--- src/rtl/sprite_fetch_arbiter.sv ---
// Round-robin arbiter sharing one spritesheet RAM read port between drawers.
// Ports: Clk/Reset, req/req_addr in, ack out, ram_read_addr/ram_data, pix_* stream, busy.
module sprite_fetch_arbiter #(
   parameter int NUM_REQ = 5,
   parameter int ADDR_W  = 19,
   parameter int DATA_W  = 5,
   parameter int TILE_W  = 16,
   localparam int IDW = (NUM_REQ > 1) ? $clog2(NUM_REQ) : 1,
   localparam int CW  = $clog2(TILE_W)
) (
   input  logic                      Clk,
   input  logic                      Reset,
   input  logic [NUM_REQ-1:0]        req,
   input  logic [NUM_REQ*ADDR_W-1:0] req_addr,
   output logic [NUM_REQ-1:0]        ack,
   output logic [ADDR_W-1:0]         ram_read_addr,
   input  logic [DATA_W-1:0]         ram_data,
   output logic                      pix_valid,
   output logic [DATA_W-1:0]         pix_data,
   output logic [CW-1:0]             pix_col,
   output logic [IDW-1:0]            pix_id,
   output logic                      busy
);

   typedef enum logic [1:0] {
      IDLE,
      ISSUE,
      DRAIN,
      DONE
   } state_t;

   state_t         state, state_nx;
   logic [IDW-1:0] rr_ptr;
   logic [IDW-1:0] gnt_id;
   logic [IDW-1:0] pick;
   logic [IDW-1:0] rr_nx;
   logic           found;
   logic [CW-1:0]  col_cnt;
   logic           last_col;

   assign last_col = (col_cnt == CW'(TILE_W - 1));
   assign rr_nx    = (gnt_id == IDW'(NUM_REQ - 1)) ? '0 : gnt_id + IDW'(1);

   // Scan from rr_ptr upward, wrapping at NUM_REQ; first set bit wins.
   always_comb begin
      logic [IDW:0]   sum;
      logic [IDW-1:0] cand;
      found = 1'b0;
      pick  = '0;
      sum   = '0;
      cand  = '0;
      for (int k = 0; k < NUM_REQ; k++) begin
         sum = {1'b0, rr_ptr} + (IDW+1)'(k);
         if (sum >= (IDW+1)'(NUM_REQ)) begin
            sum = sum - (IDW+1)'(NUM_REQ);
         end
         cand = sum[IDW-1:0];
         if (!found && req[cand]) begin
            found = 1'b1;
            pick  = cand;
         end
      end
   end

   always_ff @(posedge Clk) begin
      if (Reset) begin
         state <= IDLE;
      end else begin
         state <= state_nx;
      end
   end

   always_comb begin
      state_nx = state;
      ack      = '0;
      busy     = (state != IDLE);
      unique case (state)
         IDLE:    if (found) state_nx = ISSUE;
         ISSUE:   if (last_col) state_nx = DRAIN;
         DRAIN:   state_nx = DONE;
         DONE: begin
            ack[gnt_id] = 1'b1;
            state_nx    = IDLE;
         end
         default: state_nx = IDLE;
      endcase
   end

   // The read address register doubles as base + col_cnt: it is loaded with
   // the base on grant and stepped every ISSUE cycle except the last, so it
   // holds the final address once the burst has been issued.
   always_ff @(posedge Clk) begin
      if (Reset) begin
         rr_ptr        <= '0;
         gnt_id        <= '0;
         col_cnt       <= '0;
         ram_read_addr <= '0;
         pix_valid     <= 1'b0;
         pix_col       <= '0;
      end else begin
         pix_valid <= (state == ISSUE);
         if (state == ISSUE) begin
            pix_col <= col_cnt;
         end
         unique case (state)
            IDLE: begin
               if (found) begin
                  gnt_id        <= pick;
                  ram_read_addr <= req_addr[int'(pick)*ADDR_W +: ADDR_W];
                  col_cnt       <= '0;
               end
            end
            ISSUE: begin
               col_cnt <= col_cnt + CW'(1);
               if (!last_col) begin
                  ram_read_addr <= ram_read_addr + ADDR_W'(1);
               end
            end
            DONE:    rr_ptr <= rr_nx;
            default: ;
         endcase
      end
   end

   // RAM output is registered, so data for the previous cycle's address
   // arrives exactly when pix_valid/pix_col describe it.
   assign pix_data = pix_valid ? ram_data : '0;
   assign pix_id   = gnt_id;

endmodule

--- config.mk ---
export PLATFORM = sky130hd
export DESIGN_NAME = sprite_fetch_arbiter
export DESIGN_NICKNAME = d
export VERILOG_FILES = /design/src/rtl/sprite_fetch_arbiter.sv
export SDC_FILE = /design/constraint.sdc
export NUM_CORES = 1
export LEC_CHECK = 0
export BUFFER_PORTS_ARGS = -buffer_cell sky130_fd_sc_hd__buf_2
export CAP_MARGIN = 20
export CORE_ASPECT_RATIO = 1.5
export CORE_MARGIN = 2
export CORE_UTILIZATION = 50
export CTS_CLUSTER_DIAMETER = 50
export CTS_CLUSTER_SIZE = 28
export DETAILED_ROUTE_END_ITERATION = 7
export MAX_ROUTING_LAYER = met4
export PLACE_DENSITY = 0.8
export SETUP_SLACK_MARGIN = 0.1
export SLEW_MARGIN = 25
export SYNTH_ARGS = -nofsm -noshare
export SYNTH_HDL_FRONTEND = slang
export SYNTH_SLANG_ARGS = --single-unit
--- constraint.sdc ---
create_clock -name Clk -period 9.8 [get_ports Clk]
set_input_delay 0.49 -clock Clk [delete_from_list [all_inputs] [get_ports Clk]]
set_output_delay 0.49 -clock Clk [all_outputs]
set_load 0.01 [all_outputs]
==> results of run 1 <==
## final cells by class
class	instances	share of cell area, %
Inverter	23	1.76
Clock inverter	3	0.382
Multi-Input combinational cell	405	62.7
Tap cell	105	2.67
Sequential cell	36	14.7
Timing Repair Buffer	148	15.3
Clock buffer	5	2.54
## cell usage in the layout, fill, tap and decap left out, types with 7 or more instances in the layout
master	Yosys	final
nor2_1	53	52
nor2b_1	10	10
nand3_1	16	16
nand2_1	29	28
o21a_1	7	7
buf_2	13	144
o221ai_1	14	14
and2_1	9	9
dfxtp_1	36	36
ha_1	17	17
a21oi_1	20	20
o21ai_0	16	16
a211oi_1	11	11
mux2i_1	59	59
and3_1	18	18
a31oi_1	9	8
mux2_2	12	12
inv_1	22	22
## critical path, stage by stage, from the launching register on
cell and delay (ns):
dfxtp_1 0.53, buf_4 0.37, inv_2 0.18, ha_1 0.80, mux2i_1 0.31, nand2_1 0.09
a32oi_2 0.28, nand2_2 0.14, nor4b_4 0.51, a21oi_1 0.21, nor2_1 0.46, nand3b_1 0.50
o221ai_1 0.38, a211oi_2 0.07
## sequential cells by signal, summed over array words and instances, names as in the netlist
register / cells
state: 2
pix_col: 4
pix_id: 3
pix_valid: 1
col_cnt: 4
rr_ptr: 3
ram_read_addr: 19
## layer usage
metal	track usage (%)	part of all wire (%)	routed length, microns
met1	29.4	38	4820
met2	53.0	52	6660
met3	2.44	5.5	712
met4	14.8	4.9	631
met5	-	0	0
## worst min path at each step
stage / from / end / slack, ns / depth (start not counted)
4_1_cts: pix_col[2] / pix_col[2] / 0.49 / 2
3_5_place_dp: pix_col[2] / pix_col[2] / 0.48 / 2
5_1_grt: pix_col[2] / pix_col[2] / 0.52 / 2
2_1_floorplan: col_cnt[2] / col_cnt[2] / 0.48 / 2
6_report: pix_col[1] / pix_col[1] / 0.49 / 2
3_3_place_gp: pix_col[0] / pix_col[0] / 0.47 / 2
## where the power goes
| group | switching, mW | total [mW] | internal, mW |
|---|---|---|---|
| clock | 0.0646 | 0.158 | 0.0937 |
| combinational | 0.505 | 0.896 | 0.391 |
| sequential | 0.0663 | 0.259 | 0.193 |
## metrics by stage
stage | power [mW] | hold WS [ns]
after floorplan | 0.933 | 0.483
after global placement | 1.13 | 0.470
after detailed placement | 1.14 | 0.476
after CTS | 1.30 | 0.490
after global routing | 1.40 | 0.519
final | 1.31 | 0.486
## logic make-up after synthesis
| kind of cell | Yosys count |
|---|---|
| multiplexers | 81 |
| flip-flops | 36 |
| AND/OR/NAND/NOR | 170 |
| AO/OA/AOI/OAI | 129 |
| XOR/XNOR | 7 |
| adder cells (fa/ha/maj) | 18 |
| buffers and inverters | 56 |
==> flow_summary.json, run 1 <==
{
  "post-cts-setup-buffer-count": 0,
  "hold_violations": 0,
  "setup_violations": 0,
  "ir_drop_uv": 119,
  "ys_seq_elements": 36,
  "synth_edf_count": 0,
  "synthesis.area_sq_um": 4060,
  "postSynthCellCount": 497,
  "std_cell_rows": 40,
  "num_vias": 4428,
  "setup_slack_ns": 4.81,
  "p_leak_nw": 2.15,
  "n_antenna_cell": 0,
  "slew_viol_final": 0,
  "yosys-mux-area-fraction_pct": 22.3,
  "wirelength_microns": 12800,
  "hpwl_microns": 9960,
  "worst_setup_path_startpoint": "rr_ptr[0]",
  "synth_top_area_cell": "dfxtp_1",
  "worst_slew_pin_slew_ns": 0.765,
  "outcome": "completed",
  "grt_max_degree": 40,
  "cts_hold_buf": 0,
  "worstPathRequired_ns": 9.93,
  "crit_path_end": "ram_read_addr[10]",
  "reg2reg_from": "rr_ptr[0]",
  "post_drt_wl_per_cell_microns": 17.7,
  "grt_pass1_wl_microns": 19900,
  "rsz0062_at_grt": "no",
  "endpoint_kind": "flop",
  "multi_input_area_sq_um": 3080,
  "powerDensity_nw_per_um2": 267,
  "dieWidth_microns": 77.5,
  "drt_iter0_markers": 244,
  "grt.total_usage_pct": 28.4,
  "clk_latency_ns": 0.28,
  "postSynth.asyncResetShare_pct": 0,
  "cts_resized": 0,
  "grt_pass1_vias": 4239,
  "drv_cap": 0,
  "clk_pin_slew_ns": 0.06,
  "drc": 0,
  "antenna_found_initial": 0,
  "slew_headroom_pct": 48.3,
  "place.gp.congestion": 0.990,
  "clockBufferDepth": 2,
  "cts_tree": "done",
  "path_max_fanout": 26,
  "synthSimpleGateAreaFrac_pct": 21.9,
  "dp_slack_ns": 4.73,
  "fin_area_sq_um": 4920,
  "yosysMostFrequentCell": "mux2i_1",
  "regArea_sq_um": 721,
  "dp.cells": 717,
  "numPortBuffers": 144,
  "finalCriticalPeriod_ns": 4.99,
  "die-area_sq_um": 8860,
  "fill_cells": 717,
  "drive_above_1_share_pct": 32.1,
  "synthAdderAreaFrac_pct": 5.74,
  "critPathLaunchType": "flop",
  "synthToLayoutAreaGrowth_pct": 21.3,
  "via_per_inst": 6.11,
  "layoutNonFillerInstCount": 725,
  "clock_sinks": 36,
  "reg2reg_slack_ns": 4.81,
  "io_pins": 145,
  "ys_types": 73,
  "synth_compound_area_share_pct": 23.8,
  "yosysTopAreaCellShare_pct": 17.8,
  "grt_remaining_overflow": 0,
  "ys_seq_area_share_pct": 17.8,
  "root_buffer": "clkbuf_16",
  "cp_data_arrival_time_ns": 5.12,
  "fp.dieH_microns": 114,
  "htree_num_levels": 2,
  "core_area_sq_um": 7960,
  "synth.avg_cell_area_sq_um": 8.16,
  "synth-main-ff-cell": "dfxtp_1",
  "crit_type": "reg -> reg",
  "final_antenna_net_count": 0,
  "hp-class": "reg -> reg",
  "ys_top_cells_by_area": "dfxtp_1 18%, mux2i_1 15%, ha_1 5.2%",
  "initial_core_util_pct": 51.0,
  "tns_ns": 0,
  "yosys_warnings": 0,
  "finalNetCount": 744,
  "r2r-end": "ram_read_addr[10]",
  "fmax_mhz": 200,
  "fin_skew_ns": 0.00370,
  "synth_xor_area_share_pct": 1.70,
  "r2r_cells": 13,
  "drt_pass1_iterations": 5,
  "synth_top_family_by_area": "compound AO/OA/AOI/OAI gates",
  "synth_commonest_cells": "59 x mux2i_1, 53 x nor2_1, 36 x dfxtp_1, 29 x nand2_1, 22 x inv_1",
  "final_util_pct": 61.8,
  "dpl_cell_area_sq_um": 4770,
  "period_share_pct": 50.9,
  "numCtsBuffers": 5,
  "syn_nets": 622
}
Note: power is estimated with default switching activity, not from simulation.
==> inputs of run 2 (changes only) <==
Settings changed: ABC_AREA set to 1.
Clock period 9.8 ns to 5 ns, I/O delays scaled along.
==> flow_summary.json, run 2 <==
{
  "outcome": "completed",
  "grt.total_usage_pct": 29.5,
  "cp_data_arrival_time_ns": 4.22,
  "top_regs": "ram_read_addr (19), col_cnt (4), pix_col (4)",
  "dp.cells": 986,
  "ys_seq_elements": 36,
  "finalNetCount": 1011,
  "regArea_sq_um": 721,
  "clockBufferDepth": 2,
  "layoutNonFillerInstCount": 993,
  "synth_top_area_cell": "nand2_1",
  "hold_violations": 0,
  "clk_latency_ns": 0.28,
  "critPathMaxStageDelay_ns": 0.49,
  "crit_chain": "inv_4 > ha_1 > inv_1 > fa_1 > inv_1 > nand2_1 > o21ai_0 > nand3_1 > nand3_1 > nand2_1 > nor2_8 > nand3_4 > inv_2 > nand2_1 > nand2_1 > buf_4 > nand2_1 > nand2_1 > nand2_1 > a21oi_1",
  "postSynth.asyncResetShare_pct": 0,
  "dieWidth_microns": 78.9,
  "cts_resized": 0,
  "io_pins": 145,
  "hp-start": "req_addr[83]",
  "grtUsageMet2_pct": 55.4,
  "period_share_pct": 80.1,
  "cp_common_cell": "nand2_1",
  "r2r_cells": 20,
  "fill_cells": 898,
  "whs_path_depth": 5,
  "num_vias": 5296,
  "reg2reg_slack_ns": 0.99,
  "n_antenna_cell": 0,
  "clock_sinks": 36,
  "postSynthCellCount": 760,
  "critPathBufInv": 5,
  "ys_top_cells_by_area": "nand2_1 19%, dfxtp_1 17%, nand3_1 15%",
  "clock_power_share_pct": 8.3,
  "p_comb_share_pct": 77.8,
  "grt_pass1_wl_microns": 21200,
  "yosysMostFrequentCell": "nand2_1",
  "p_int_mw": 1.49,
  "numCtsBuffers": 5,
  "synth_edf_count": 0,
  "drive_above_1_share_pct": 21.4,
  "worst_slew_pin_slew_ns": 0.834,
  "numPortBuffers": 144,
  "critPathLaunchType": "flop",
  "via_per_inst": 5.33,
  "path_max_fanout": 13,
  "syn_nets": 885,
  "hp-class": "in -> reg",
  "swShare_pct": 58.4,
  "root_buffer": "clkbuf_16",
  "p_leak_nw": 3.02,
  "slew_viol_final": 0,
  "use_met3_pct": 2.78,
  "fmax_mhz": 250,
  "ir_drop_uv": 519,
  "cp_top_family": "simple AND/OR/NAND/NOR gates",
  "seqPwrFrac_pct": 13.9,
  "ys_types": 35,
  "powerDensity_nw_per_um2": 708,
  "hpwl_microns": 10300,
  "endpoint_kind": "flop",
  "place.gp.congestion": 0.972,
  "drv_cap": 0,
  "ys_seq_area_share_pct": 17.1,
  "largest_register": "ram_read_addr",
  "grt_max_degree": 40,
  "clk_pin_slew_ns": 0.06,
  "cts_hold_buf": 0,
  "worstPathRequired_ns": 5.21,
  "synthesis.area_sq_um": 4210,
  "synth_commonest_cells": "213 x nand2_1, 141 x inv_1, 130 x nand3_1, 43 x a21oi_1, 37 x nor2_1",
  "finalCriticalPeriod_ns": 4.01,
  "antenna_found_initial": 0,
  "final_antenna_net_count": 0,
  "r2r-end": "ram_read_addr[0]",
  "mostFrequentLayoutCells": "213 x nand2_1, 144 x buf_2, 141 x inv_1",
  "wirelength_microns": 13100,
  "slew_headroom_pct": 44.4,
  "grt_remaining_overflow": 0,
  "yosys_warnings": 0,
  "crit_type": "reg -> reg",
  "fp.dieH_microns": 116,
  "tns_ns": 0,
  "gr-usage-met1_pct": 32.1,
  "largest_reg_flops": 19,
  "std_cell_rows": 41,
  "multi_input_area_sq_um": 2750,
  "reg2reg_from": "rr_ptr[0]",
  "setup_violations": 0,
  "crit_slowest_cell": "dfxtp_1",
  "drt_iter0_markers": 332,
  "initial_core_util_pct": 50.7,
  "htree_num_levels": 2,
  "rsz0062_at_grt": "no",
  "final_util_pct": 61.0,
  "worst_hold_path.endpoint": "ram_read_addr[7]",
  "die-area_sq_um": 9190,
  "synthToLayoutAreaGrowth_pct": 20.3,
  "synth.avg_cell_area_sq_um": 5.54,
  "yosysTopAreaCellShare_pct": 19.0,
  "grt_pass1_vias": 4762,
  "drc": 0,
  "core_area_sq_um": 8310,
  "synth-main-ff-cell": "dfxtp_1",
  "drt_pass1_iterations": 6,
  "fin_skew_ns": 0.00606,
  "final_common_cell": "nand2_1",
  "post-cts-setup-buffer-count": 0,
  "p_switching_mw": 2.10,
  "cts_tree": "done",
  "top_usage_layer": "met2",
  "post_drt_wl_per_cell_microns": 13.2
}
[run 2: changes by cell type after synthesis, moves of 8 or more]
cell,before,now
a211oi_1,11,3
a21oi_1,20,43
and2_1,9,0
and3_1,18,0
inv_1,22,141
mux2_2,12,0
mux2i_1,59,0
nand2_1,29,213
nand3_1,16,130
nand4_1,2,11
nor2_1,53,37
nor2b_1,10,0
o221ai_1,14,0
[run 2: per-layer routing]
metal / vias up / part of all wire (%)
met1: 2403 / 38
met3: 39 / 5.1
met5: - / 0
met2: 196 / 54
li1: 2658 / -
met4: 0 / 2.8
[run 2: worst max-delay path by stage]
stage / start / to / cells past startpoint
after floorplan: rr_ptr[0] / ram_read_addr[2] / 25
after global placement: rr_ptr[0] / ram_read_addr[16] / 20
after detailed placement: rr_ptr[0] / ram_read_addr[16] / 20
after CTS: rr_ptr[0] / ram_read_addr[0] / 20
after global routing: rr_ptr[0] / ram_read_addr[14] / 21
final: rr_ptr[0] / ram_read_addr[0] / 20
[run 2: worst reg2reg max path, stage by stage, from the launching register on]
cell and delay [ns]:
dfxtp_1 0.49, inv_4 0.19, ha_1 0.16, inv_1 0.07, fa_1 0.42, inv_1 0.09, nand2_1 0.09, o21ai_0 0.35
nand3_1 0.12, nand3_1 0.10, nand2_1 0.17, nor2_8 0.21, nand3_4 0.11, inv_2 0.09, nand2_1 0.29, nand2_1 0.39
buf_4 0.26, nand2_1 0.07, nand2_1 0.10, nand2_1 0.07, a21oi_1 0.11
[run 2: cell families (layout without fill, tap and decap cells)]
logic type      after synthesis  in the layout  synth area share (%)
simple gates                424            424                  45.6
flops                        36             36                  17.1
fa+ha+maj                    18             18                  5.52
buf+inv                     180            306                  17.6
compound gates               92             92                  12.1
xor+xnor                     10             10                  2.08
[run 2: layout make-up]
| cell class | count | share of cell area, % |
|---|---|---|
| Clock buffer | 6 | 2.54 |
| Clock inverter | 1 | 0.0987 |
| Tap cell | 107 | 2.64 |
| Multi-Input combinational cell | 544 | 54.3 |
| Timing Repair Buffer | 150 | 15.1 |
| Inverter | 149 | 11.1 |
| Sequential cell | 36 | 14.2 |
[run 2: per-stage QoR]
| stage | hold slack [ns] | power, mW | worst slack [ns] | cell area (sq um) |
|---|---|---|---|---|
| after detailed placement | 0.490 | 3.27 | 1.02 | 4930 |
| after CTS | 0.315 | 3.57 | 1.01 | 5070 |
| final | 0.314 | 3.59 | 0.994 | 5070 |
| after global routing | 0.363 | 4.01 | 0.630 | 5070 |
| after floorplan | 0.457 | 2.67 | 1.92 | 4210 |
| after global placement | 0.488 | 3.26 | 1.09 | 4930 |
[run 2: power groups by stage]
| stage | sequential, mW | combinational, mW | clock (mW) |
|---|---|---|---|
| 2_1_floorplan | 0.503 | 2.17 | 0 |
| 3_3_place_gp | 0.501 | 2.76 | 0 |
| 3_5_place_dp | 0.501 | 2.77 | 0 |
| 4_1_cts | 0.496 | 2.78 | 0.299 |
| 5_1_grt | 0.513 | 3.18 | 0.311 |
| 6_report | 0.499 | 2.79 | 0.296 |
